--- src/rtl/wfg_core_pkg.sv ---
// Shared types and defaults for the waveform-generator core scheduler.
// Feature macro: WFG_CORE_SCHEDULER_SHADOW_EN (shadowed cfg fields).
package wfg_core_pkg;

  localparam int SUBW_DEF  = 16;
  localparam int SYNCW_DEF = 8;

  typedef enum logic {
    IDLE = 1'b0,
    RUN  = 1'b1
  } state_t;

endpackage

--- src/rtl/wfg_core_wrap_counter.sv ---
// Up-counter that returns to zero once it reaches or passes its limit.
// Feature macro: WFG_CORE_SCHEDULER_SHADOW_EN (not used here).
module wfg_core_wrap_counter
  import wfg_core_pkg::*;
#(
  parameter int W = SYNCW_DEF
) (
  input  logic         clk,
  input  logic         rst_n,
  input  logic         clear,
  input  logic         step,
  input  logic [W-1:0] limit,
  output logic [W-1:0] count,
  output logic         wrap
);

  // >= so a limit lowered below count wraps at once
  assign wrap = step && (count >= limit);

  always_ff @(posedge clk or negedge rst_n) begin
    if (!rst_n) begin
      count <= '0;
    end else if (clear) begin
      count <= '0;
    end else if (step) begin
      count <= wrap ? '0 : count + 1'b1;
    end
  end

endmodule

--- src/rtl/wfg_core_scheduler.sv ---
// Subcycle and sync strobe scheduler of the waveform-generator core.
// Feature macro: WFG_CORE_SCHEDULER_SHADOW_EN (cfg latched per sync).
module wfg_core_scheduler
  import wfg_core_pkg::*;
#(
  parameter int SUBW  = SUBW_DEF,
  parameter int SYNCW = SYNCW_DEF
) (
  input  logic             clk,
  input  logic             rst_n,
  input  logic             en_i,
  input  logic [SUBW-1:0]  subcycle_cfg_i,
  input  logic [SYNCW-1:0] sync_cfg_i,
  output logic             active_o,
  output logic             subcycle_o,
  output logic             sync_o,
  output logic [SUBW-1:0]  subcycle_cnt_o,
  output logic [SYNCW-1:0] sync_cnt_o
);

  state_t state;
  state_t state_nxt;
  logic   entry;
  logic   run_go;
  logic   sub_wrap;
  logic   sync_wrap;

  logic [SUBW-1:0]  sub_lim;
  logic [SYNCW-1:0] sync_lim;

  always_ff @(posedge clk or negedge rst_n) begin
    if (!rst_n) state <= IDLE;
    else        state <= state_nxt;
  end

  always_comb begin
    state_nxt = state;
    entry     = 1'b0;
    run_go    = 1'b0;
    unique case (state)
      IDLE: begin
        if (en_i) begin
          state_nxt = RUN;
          entry     = 1'b1;
        end
      end
      RUN: begin
        if (en_i) run_go = 1'b1;
        else      state_nxt = IDLE;
      end
    endcase
  end

`ifdef WFG_CORE_SCHEDULER_SHADOW_EN
  logic [SUBW-1:0]  sub_sh;
  logic [SYNCW-1:0] sync_sh;

  always_ff @(posedge clk or negedge rst_n) begin
    if (!rst_n) begin
      sub_sh  <= '0;
      sync_sh <= '0;
    end else if (entry || sync_wrap) begin
      sub_sh  <= subcycle_cfg_i;
      sync_sh <= sync_cfg_i;
    end
  end

  assign sub_lim  = sub_sh;
  assign sync_lim = sync_sh;
`else
  assign sub_lim  = subcycle_cfg_i;
  assign sync_lim = sync_cfg_i;
`endif

  // Counters are cleared in IDLE, on entry and on leaving RUN
  wfg_core_wrap_counter #(.W(SUBW)) u_sub (
    .clk   (clk),
    .rst_n (rst_n),
    .clear (!run_go),
    .step  (run_go),
    .limit (sub_lim),
    .count (subcycle_cnt_o),
    .wrap  (sub_wrap)
  );

  wfg_core_wrap_counter #(.W(SYNCW)) u_sync (
    .clk   (clk),
    .rst_n (rst_n),
    .clear (!run_go),
    .step  (sub_wrap),
    .limit (sync_lim),
    .count (sync_cnt_o),
    .wrap  (sync_wrap)
  );

  always_ff @(posedge clk or negedge rst_n) begin
    if (!rst_n) begin
      active_o   <= 1'b0;
      subcycle_o <= 1'b0;
      sync_o     <= 1'b0;
    end else begin
      active_o   <= (state_nxt == RUN);
      subcycle_o <= entry | sub_wrap;
      sync_o     <= entry | sync_wrap;
    end
  end

endmodule

--- config.mk ---
export PLATFORM = sky130hd
export DESIGN_NAME = wfg_core_scheduler
export DESIGN_NICKNAME = d
export VERILOG_FILES = /design/src/rtl/wfg_core_pkg.sv /design/src/rtl/wfg_core_wrap_counter.sv /design/src/rtl/wfg_core_scheduler.sv
export SDC_FILE = /design/constraint.sdc
export NUM_CORES = 1
export LEC_CHECK = 0
export ABC_AREA = 1
export CAP_MARGIN = 40
export CORE_UTILIZATION = 53
export CTS_CLUSTER_SIZE = 8
export DETAILED_ROUTE_END_ITERATION = 8
export GPL_TIMING_DRIVEN = 0
export PLACE_DENSITY = 0.86
export SLEW_MARGIN = 30
export SYNTH_ARGS = -nofsm -noshare
export SYNTH_HDL_FRONTEND = slang
export SYNTH_SLANG_ARGS = --single-unit
--- constraint.sdc ---
create_clock -name clk -period 3.6 [get_ports clk]
set_input_delay 0.54 -clock clk [delete_from_list [all_inputs] [get_ports clk]]
set_output_delay 0.54 -clock clk [all_outputs]
set_load 0.02 [all_outputs]
==> impl.org <==
** Layout
- The filler cells instantiated in the layout total 310.
- Multi-input combinational cell area :: roughly 1200 um^2
- Summing all flip-flop and latch instances after layout gives 676 um^2.
- Area growth from synthesis to final layout :: 30.5%
- The repair_antennas step left the layout with diodes totalling 0.
- Fraction of final layout cells sized beyond drive strength 1 :: 0.0833
- With fillers left out, the area of the finished cells amounts to 2700 um^2.
- Number of nets in the layout :: 378
- Excluding fillers, the count of instances in the completed layout stands at between 300 and 400.

** CTS
- For this design, the sink count on the clock tree is 27.
- TritonCTS built the clock tree.
- CTS placed an instance of sky130_fd_sc_hd__clkbuf_8 at the clock tree root.
- Clock Path Buffers :: 2
- Number of buffers inserted by hold repair at cts :: 0
- Counting the buffers created by CTS gives 3.
- Clock-pin slew was measured on the worst setup and hold paths at 0.09 ns.
- Clk_lat worst skew :: ~0.28 ns
- Number of resized instances in the post-cts repair step :: 0
- H-tree depth reported by CTS :: 1
- Setup Fix Bufs, Post-CTS :: 0

** STA
- Final setup vio count :: 0
- The worst path needs between 2 and 2.5 ns of the cycle, external delays included.
- The hold violation count in the final report came to 0.
- Setup repair after global routing missed its margin :: no
- For the final database, setup skew stands at just under 0.003 ns.
- Tcrit/Tclk final :: 0.579
- Highest achievable clock rate :: 480 MHz
- Final max-slew violation count :: 0
- In this run the tightest slew margin relative to its limit is 0.600.
- Setup_tns :: 0 ns
- Worst-margin pin slew :: roughly 0.6 ns

** Floorplan
- Num ports :: 54
- Measured along the y axis, the die boundary spans roughly 65 um.
- Floorplan Core Area :: roughly 3700 um^2
- Die width :: between 60 and 70 um
- The floorplan has 22 rows.
- For this configuration, the core starts out at a cell density of 0.558.
- The die covers between 4000 and 5000 um^2.

** Synthesis
- The synthesized netlist contains 29 unique library cells.
- Of the synthesized area, sequential elements account for 0.326.
- Number of nets produced by synthesis :: 320
- Area fraction of the dominant cell type after synthesis :: 0.326
- Synthesized area per cell :: between 7 and 8 um^2
- Ranked by total cell area, the synthesized netlist is headed by sky130_fd_sc_hd__dfrtp_1, sky130_fd_sc_hd__ha_1, sky130_fd_sc_hd__nand2_1.
- Synthesis produced a netlist whose cell count is 267.
- After synthesis the netlist holds a flip-flop and latch count of 27.
- The biggest area contributor in the post-synthesis netlist is sky130_fd_sc_hd__dfrtp_1.
- Yosys printed 0 warnings.
- Post-Synthesis Cell Area :: around 2100 um^2

** Placement
- Port buffering added 53 buffers.
- In this run, placement finished with an instance count of between 300 and 400.
- The placed instances occupy a cell area of 2660 um^2.
- Final GP Congestion :: 0.862
- Once detailed placement completed, the half-perimeter wirelength came to 3.25 mm.

** GRT
- Total track usage :: 0.229
- The number of global-route vias before repair came to between 1500 and 2000.
- Global-route wire length before repair :: between 7 and 8 mm
- The number of antenna violations at the first check in global routing was 0.
- Entering global routing, the biggest net connects 28 pins.
- Leftover overflow at the end of global routing :: 0

** Power and ir drop
- Power share of the clock group :: 0.310
- Sw power :: between 100 and 150 uW
- VDD sags by at most about 0.13 mV.
- Of the total power, combinational logic draws 0.148.
- The analysis attributes to cell leakage a power of 1.41 nW.
- Seq pwr share :: 0.541
- Total power after layout :: between 500 and 600 uW
- Power Density :: around 210 nW/um^2
- Cell internal power was estimated by the tool at 428 uW.
- Fraction of power spent switching nets :: 0.247

** Worst setup path
- At the worst endpoint, the required time is roughly 3.8 ns.
- STA classifies the critical path endpoint as a flop.
- Critical Path Source Type :: primary input
- Of all nets on the critical path, the largest fanout is 10.
- CP Class :: in2reg
- Data arrival time of the critical path :: ~2.3 ns

** Route
- WL per Instance :: between 10 and 15 um
- The routed layout has about 1900 vias.
- The first routing iteration left 88 violations.
- Number of remaining DRC errors :: 0
- Number of nets still failing antenna checks after routing :: 0
- Detailed Routing Iterations Pass 1 :: 4
- The final layout contains routed wiring with a total length of around 4.2 mm.
- Detailed-route vias per instance :: around 5.0

** Status
- The run finished with clean final reports.

** Hold path
- Classification of the worst-slack hold path :: in2async

** Run
- Max_cap viols :: 0
==> logic make-up after synthesis <==
logic type,share of synthesized area
AO/OA/AOI/OAI,0.0447
XOR/XNOR,0.0676
adder cells (fa/ha/maj),0.157
buffers and inverters,0.101
flip-flops,0.326
AND/OR/NAND/NOR,0.303
==> cell type report <==
| cell class | count | area share |
|---|---|---|
| multi-input cells | 187 | 0.439 |
| flip-flops and latches | 27 | 0.250 |
| repair buffers | 53 | 0.194 |
| inverters | 52 | 0.0722 |
| well taps | 48 | 0.0222 |
| clock buffers | 3 | 0.0153 |
| plain buffers | 1 | 0.00555 |
| clock inverters | 1 | 0.00185 |
==> path summary, 6_finish.rpt <==
| kind | start | to | slack, ns | cells past startpoint |
|---|---|---|---|---|
| worst max register to register | u_sub.count[11] | u_sync.count[4] | 1.82 | 8 |
| max in group asynchronous | rst_n | sync_o | 2.95 | 1 |
| worst min-delay path | rst_n | u_sub.count[3] | 0.26 | 1 |
| min in group clk | u_sub.count[0] | u_sub.count[0] | 0.50 | 1 |
| worst max-delay path | subcycle_cfg_i[11] | u_sync.count[4] | 1.52 | 10 |
| worst min register to register | u_sub.count[0] | u_sub.count[0] | 0.50 | 1 |
==> routing by layer <==
layer,vias to the layer above,GRT usage,part of all wire
met4,0,0.100,0.019
met5,-,0,0
met3,9,0.0335,0.041
li1,952,-,-
met2,51,0.409,0.50
met1,845,0.271,0.44
==> synth_stat cells <==
cell	instances
sky130_fd_sc_hd__nand3_2	1
sky130_fd_sc_hd__buf_8	1
sky130_fd_sc_hd__nand2_2	2
sky130_fd_sc_hd__nand3_1	7
sky130_fd_sc_hd__or2_2	1
sky130_fd_sc_hd__nor3_1	7
sky130_fd_sc_hd__xnor2_1	3
sky130_fd_sc_hd__inv_1	49
sky130_fd_sc_hd__a21o_1	1
sky130_fd_sc_hd__inv_2	2
sky130_fd_sc_hd__dfrtp_1	27
sky130_fd_sc_hd__o21ai_1	2
sky130_fd_sc_hd__nor3_4	1
sky130_fd_sc_hd__clkinv_1	1
sky130_fd_sc_hd__xor2_1	13
sky130_fd_sc_hd__nor2_4	1
sky130_fd_sc_hd__nor3_2	1
sky130_fd_sc_hd__nor2_2	7
sky130_fd_sc_hd__nand4_1	11
sky130_fd_sc_hd__o21ai_0	1
sky130_fd_sc_hd__nor2_1	26
sky130_fd_sc_hd__o21ai_2	1
sky130_fd_sc_hd__ha_1	26
sky130_fd_sc_hd__nor2_8	1
sky130_fd_sc_hd__a21oi_4	1
sky130_fd_sc_hd__a21oi_1	9
sky130_fd_sc_hd__nand2_4	1
sky130_fd_sc_hd__nand2_1	62
sky130_fd_sc_hd__nand3_4	1
==> state kept, by name, indices dropped and copies added, names as in the netlist <==
| register | cells |
|---|---|
| u_sub.count | 16 |
| u_sync.count | 8 |
| subcycle_o | 1 |
| sync_o | 1 |
| active_o | 1 |
==> per-stage QoR <==
stage	hold WS, ns	worst slack [ns]	util
after floorplan	0.244	1.88	-
after global placement	0.475	1.28	0.716
after detailed placement	0.491	1.22	0.715
after CTS	0.270	1.51	0.728
after global routing	0.298	1.35	0.728
final	0.255	1.52	0.728
==> placed cells by master (no fill, tap or decap), types with 2 or more instances in the layout <==
master and count:
sky130_fd_sc_hd__clkbuf_8 3, sky130_fd_sc_hd__inv_2 2, sky130_fd_sc_hd__ha_1 26, sky130_fd_sc_hd__nand2_2 2, sky130_fd_sc_hd__xor2_1 13, sky130_fd_sc_hd__nor2_1 26, sky130_fd_sc_hd__inv_1 49, sky130_fd_sc_hd__xnor2_1 3
sky130_fd_sc_hd__nand3_1 7, sky130_fd_sc_hd__nand2_1 62, sky130_fd_sc_hd__a21oi_1 9, sky130_fd_sc_hd__o21ai_1 2, sky130_fd_sc_hd__nand4_1 11, sky130_fd_sc_hd__nor2_2 7, sky130_fd_sc_hd__dfrtp_1 27, sky130_fd_sc_hd__clkdlybuf4s50_1 52
sky130_fd_sc_hd__nor3_1 7
==> power groups by stage <==
stage	clock network [mW]	logic, mW	registers [mW]
after CTS	0.178	0.0858	0.308
final	0.176	0.0843	0.308
after floorplan	0	0.0347	0.317
after global routing	0.191	0.0960	0.308
after detailed placement	0	0.0854	0.314
after global placement	0	0.0834	0.313
==> critical path, cell delays in order <==
cell and delay [ns]:
sky130_fd_sc_hd__clkdlybuf4s50_1 0.46, sky130_fd_sc_hd__inv_1 0.04, sky130_fd_sc_hd__ha_1 0.32, sky130_fd_sc_hd__a21oi_1 0.16, sky130_fd_sc_hd__o21ai_1 0.13, sky130_fd_sc_hd__a21oi_4 0.21
sky130_fd_sc_hd__nand2_4 0.14, sky130_fd_sc_hd__nor2_8 0.16, sky130_fd_sc_hd__nand2_1 0.08, sky130_fd_sc_hd__nand2_1 0.07
No activity file was read; power rests on OpenSTA's default activity.
